--- src/rtl/shiftx_ift_out_fifo.sv ---
// Show-ahead output FIFO for the IFT shift-extract cell. It buffers each word
// together with its taint vector and tracks sticky taint and a saturating tainted-word count.
module shiftx_ift_out_fifo #(
  parameter int DATA_WIDTH  = 2,
  parameter int TAINT_WIDTH = 32,
  parameter int DEPTH       = 4,
  parameter int CNT_WIDTH   = 16
) (
  input  logic                       CLK,
  input  logic                       ARST_N,
  input  logic                       IN_VALID,
  output logic                       IN_READY,
  input  logic [DATA_WIDTH-1:0]      IN_DATA,
  input  logic [TAINT_WIDTH-1:0]     IN_DATA_t,
  output logic                       OUT_VALID,
  input  logic                       OUT_READY,
  output logic [DATA_WIDTH-1:0]      OUT_DATA,
  output logic [TAINT_WIDTH-1:0]     OUT_DATA_t,
  output logic [$clog2(DEPTH):0]     LEVEL,
  input  logic                       TAINT_CLR,
  output logic [TAINT_WIDTH-1:0]     TAINT_STICKY,
  output logic [CNT_WIDTH-1:0]       TAINTED_CNT
);

  localparam int AW = $clog2(DEPTH);
  localparam int LW = AW + 1;

  logic [DATA_WIDTH-1:0]  data_q  [DEPTH];
  logic [TAINT_WIDTH-1:0] taint_q [DEPTH];

  logic [AW-1:0]          wr_ptr_q, wr_ptr_d;
  logic [AW-1:0]          rd_ptr_q, rd_ptr_d;
  logic [LW-1:0]          level_q, level_d;
  logic [TAINT_WIDTH-1:0] sticky_q, sticky_d;
  logic [CNT_WIDTH-1:0]   cnt_q, cnt_d;

  logic push, pop, full, empty, in_tainted;

  assign full       = (level_q == LW'(DEPTH));
  assign empty      = (level_q == '0);
  // Ready is a pure function of registered occupancy, held low while in reset.
  assign IN_READY   = ARST_N & ~full;
  assign OUT_VALID  = ~empty;
  assign push       = IN_VALID & IN_READY;
  assign pop        = OUT_VALID & OUT_READY;
  assign in_tainted = |IN_DATA_t;

  // The head is masked so an empty buffer never reports stale data or taint.
  assign OUT_DATA     = empty ? '0 : data_q[rd_ptr_q];
  assign OUT_DATA_t   = empty ? '0 : taint_q[rd_ptr_q];
  assign LEVEL        = level_q;
  assign TAINT_STICKY = sticky_q;
  assign TAINTED_CNT  = cnt_q;

  always_comb begin
    wr_ptr_d = wr_ptr_q;
    rd_ptr_d = rd_ptr_q;
    level_d  = level_q;
    if (push) wr_ptr_d = wr_ptr_q + AW'(1);
    if (pop)  rd_ptr_d = rd_ptr_q + AW'(1);
    case ({push, pop})
      2'b10:   level_d = level_q + LW'(1);
      2'b01:   level_d = level_q - LW'(1);
      default: level_d = level_q;
    endcase
  end

  always_comb begin
    sticky_d = sticky_q;
    cnt_d    = cnt_q;
    if (TAINT_CLR) begin
      sticky_d = push ? IN_DATA_t : '0;
      cnt_d    = (push && in_tainted) ? CNT_WIDTH'(1) : '0;
    end else if (push) begin
      sticky_d = sticky_q | IN_DATA_t;
      if (in_tainted && (cnt_q != '1)) cnt_d = cnt_q + CNT_WIDTH'(1);
    end
  end

  always_ff @(posedge CLK or negedge ARST_N) begin
    if (!ARST_N) begin
      wr_ptr_q <= '0;
      rd_ptr_q <= '0;
      level_q  <= '0;
      sticky_q <= '0;
      cnt_q    <= '0;
    end else begin
      wr_ptr_q <= wr_ptr_d;
      rd_ptr_q <= rd_ptr_d;
      level_q  <= level_d;
      sticky_q <= sticky_d;
      cnt_q    <= cnt_d;
    end
  end

  // Storage needs no reset; emptiness masks whatever it holds.
  always_ff @(posedge CLK) begin
    if (push) begin
      data_q[wr_ptr_q]  <= IN_DATA;
      taint_q[wr_ptr_q] <= IN_DATA_t;
    end
  end

endmodule

--- config.mk ---
export PLATFORM = sky130hd
export DESIGN_NAME = shiftx_ift_out_fifo
export DESIGN_NICKNAME = d
export VERILOG_FILES = /design/src/rtl/shiftx_ift_out_fifo.sv
export SDC_FILE = /design/constraint.sdc
export NUM_CORES = 1
export LEC_CHECK = 0
export CAP_MARGIN = 0
export CORE_MARGIN = 5
export CORE_UTILIZATION = 34
export CTS_BUF_LIST = sky130_fd_sc_hd__clkbuf_4 sky130_fd_sc_hd__clkbuf_8
export DETAILED_ROUTE_END_ITERATION = 10
export MAX_ROUTING_LAYER = met4
export SYNTH_ARGS = -nofsm -noshare
export SYNTH_HDL_FRONTEND = slang
export SYNTH_SLANG_ARGS = --single-unit
--- constraint.sdc ---
create_clock -name CLK -period 4.6 [get_ports CLK]
set_input_delay 0.92 -clock CLK [delete_from_list [all_inputs] [get_ports CLK]]
set_output_delay 0.92 -clock CLK [all_outputs]
set_load 0.05 [all_outputs]
==> run_results.csv <==
group,metric,value,unit
finish,multiInputGateArea,2040,um^2
routing,vias_per_cell,5.15,
synthesis,ys_types,37,
placement,gp_congestion,0.823,
critical_path,crit_start,"rd_ptr_q[0]",
pwr,p_leak,3.38,nW
grt,globalRouteMet1Util,0.198,
status,run_status,"completed",
routing,drc,0,
finish,synthToLayoutAreaGrowth,26.6,%
timing,period_needed,3.85,ns
worst_hold_path,holdCritPathClass,"input pin to asynchronous set/reset pin",
timing,setup_tns,0,ns
critical_path,crit_end,"OUT_DATA_t[30]",
critical_path,critPathRequiredTime,3.68,ns
die,ios,126,
timing,rsz0062_at_grt,"false",
critical_path,cp_num_buf_inv,2,
die,die_area,25500,um^2
clock_network,clock-sinks,191,
placement,dp_hpwl,12000,um
pwr,power_density,613,nW/um^2
timing,max_freq,0.260,GHz
timing,whs,0.276,ns
critical_path,end_kind,"primary output",
finish,stdcell_count,866,
timing,relSlewSlack,0.364,
synthesis,syn-num-nets,485,
clock_network,clk_path_buf_depth,2,
finish,fin_nets,619,
critical_path,worstReg2RegStart,"LEVEL[0]",
timing,setup_violations,0,
synthesis,synth_area_leaders,"edfxtp_1 54%, dfrtp_1 18%, mux4_2 10%, a22o_1 3.7%, and2_1 3.2%",
clock_network,cts_tree,"built",
timing,slew_violations,0,
grt,met2_usage,0.232,
grt,grt_pass1_wl,28400,um
die,initial_utilization,0.348,
grt,grt_pass1_vias,4853,
finish,drive_above_1_share,0.152,
die,fp-row-count,54,
routing,dr.pass1.iters,5,
routing,ant_nets,0,
routing,drt_iter0_markers,321,
die,die_h,160,um
critical_path,start_kind,"flip-flop",
clock_network,cts-root-buf,"clkbuf_8",
finish,stdcell_area,9660,um^2
critical_path,path_delay_family,"buffers and inverters",
finish,n_fill_cell,1919,
grt,grt.overflow.total,0,
critical_path,cp_slowest_cell,"dfrtp_2",
finish,regArea,5460,um^2
grt,grt_start_max_net_pins,51,
grt,gr-usage-all-layers,0.149,
grt,grtUsageMet3,0.0348,
routing,drt-wirelength-per-cell,20.7,um
timing,fin_skew,0.0182,ns
synthesis,syn_avg_cell_area,17.4,um^2
synthesis,netlist_area,7630,um^2
critical_path,r2r_slack,1.83,ns
die,fp.dieW,160,um
synthesis,synth_seq_area_share,0.715,
routing,wl,17900,um
clock_network,cts.clk_slew.worst_paths,0.11,ns
synthesis,yosys.area.top_type,"edfxtp_1",
critical_path,crit_arrival,2.93,ns
clock_network,post_cts_buffers,0,
synthesis,yosysWarnings,0,
placement,port_buffers,125,
clock_network,numCtsBuffers,17,
placement,dp.cells,834,
finish,n_antenna_cell,0,
pwr,vdd_drop_max,491,uV
clock_network,hold_buffers,0,
routing,vias,4463,
critical_path,cp_cell_sequence,"buf_12 > mux4_2 > and2_1 > clkdlybuf4s50_1",
critical_path,rr_endpoint,"TAINTED_CNT[12]",
critical_path,ff2ff_path_depth,7,
synthesis,synthCells,439,
clock_network,ctsResizeCount,0,
synthesis,synth_seq_cells,191,
critical_path,critical_path_class,"flip-flop to primary output",
clock_network,cts_max_level,4,
placement,placed_area,9260,um^2
timing,finalCritPeriodShare,0.837,
die,coreArea,22000,um^2
job,cap_violations,0,
timing,hold_viol,0,
synthesis,synth_top_area_frac,0.535,
critical_path,crit_cells,4,
critical_path,critPathMaxFanout,23,
clock_network,clk_latency,0.47,ns
grt,antenna_found_initial,0,
timing,worstMarginPinSlew,0.955,ns
critical_path,cpPeakStageDelay,0.72,ns
grt,busiest_layer,"met2",
where the power goes:
part / internal [mW] / switching, mW / leakage (nW)
Combinational: 0.994 / 1.56 / 1.22
Clock: 0.503 / 0.625 / 0.208
Sequential: 2.06 / 0.193 / 1.96
stage by stage:
stage / util / power, mW / setup slack (ns)
finish: 0.440 / 5.93 / 0.750
global route: 0.440 / 6.21 / 0.555
CTS: 0.440 / 6.02 / 0.650
detailed placement: 0.422 / 4.88 / 0.915
global placement: 0.422 / 4.86 / 0.957
floorplan: - / 3.98 / 1.55
metal layers:
metal  vias up  wire length [um]
li1       2009                 -
met5         -                 0
met1      2303              8100
met4         0               138
met2       140              8760
met3        11               913
final cells by class:
class / count / share of cell area
clock buffers: 17 / 0.0242
clock inverters: 15 / 0.0177
inverters: 11 / 0.00427
multi-input cells: 213 / 0.211
flip-flops and latches: 191 / 0.565
well taps: 280 / 0.0363
repair buffers: 139 / 0.141
synthesized netlist by cell type:
cell type  count
o21a_1         1
and4_1         1
and2_1        39
a21oi_1       12
ha_1           6
nand2_1        7
mux2_1         3
xnor2_1        4
nand4_1        6
nor2_1         8
fa_1           1
clkbuf_1      20
o21ai_0        1
nor3b_1        1
or3_1          1
nor3_1         2
mux2i_1        1
inv_2          1
a22o_1        32
o211a_1        1
nor4_1         9
nand3b_1       1
o21ai_1        3
inv_1         10
and3_1         2
nor2b_1        3
o31ai_1       10
mux4_2        34
a21boi_0       1
xor2_1         2
a211o_1        1
dfrtp_1       55
buf_2          4
nand3_1        6
a21oi_4        1
or4_1         13
edfxtp_1     136
worst min path at each step:
stage | cells past startpoint | slack (ns) | to | startpoint
after global routing | 1 | 0.24 | LEVEL[0] | ARST_N
final | 1 | 0.28 | LEVEL[0] | ARST_N
after detailed placement | 1 | 0.50 | TAINT_STICKY[26] | TAINT_STICKY[26]
after floorplan | 2 | 0.58 | wr_ptr_q[1] | wr_ptr_q[1]
after global placement | 1 | 0.49 | TAINT_STICKY[17] | TAINT_STICKY[17]
after CTS | 1 | 0.24 | LEVEL[0] | ARST_N
kinds of logic (layout without fill, tap and decap cells):
family                   count (synthesis)  in the layout  share of synthesized area
adder cells (fa/ha/maj)                  7              7                     0.0125
AO/OA/AOI/OAI                           63             63                     0.0636
multiplexers                            38             38                      0.106
XOR/XNOR                                 6              6                    0.00689
flip-flops                             191            191                      0.715
buffers and inverters                   35            182                     0.0179
AND/OR/NAND/NOR                         99             99                     0.0777
state kept, by name (all words and copies together), names as in the netlist:
signal	count
wr_ptr_q	2
LEVEL	3
TAINTED_CNT	16
rd_ptr_q	2
data_q	8
TAINT_STICKY	32
taint_q	128
layout by cell type, fill, tap and decap left out, drive strengths merged, types with 2 or more instances in the layout:
cell	netlist	layout
ha	6	6
bufinv	0	2
clkinv	0	2
nand3	6	6
and3	2	2
o31ai	10	10
nor2b	3	3
nor4	9	9
or4	13	13
nor3	2	2
clkbuf	20	17
clkdlybuf4s50	0	124
edfxtp	136	136
a21oi	13	13
buf	4	15
nand2	7	7
nor2	8	8
dfrtp	55	55
nand4	6	6
o21ai	4	4
inv	11	21
mux2	3	3
xor2	2	2
mux4	34	34
xnor2	4	4
and2	39	39
a22o	32	32
worst reg2reg max path: cells and delay by family (launching register included):
kind | cells | cell delay [ns]
AO/OA/AOI/OAI | 3 | 1.02
buffers and inverters | 2 | 0.64
AND/OR/NAND/NOR | 2 | 0.59
flip-flops | 1 | 0.43
(Power assumes the default switching activity.)
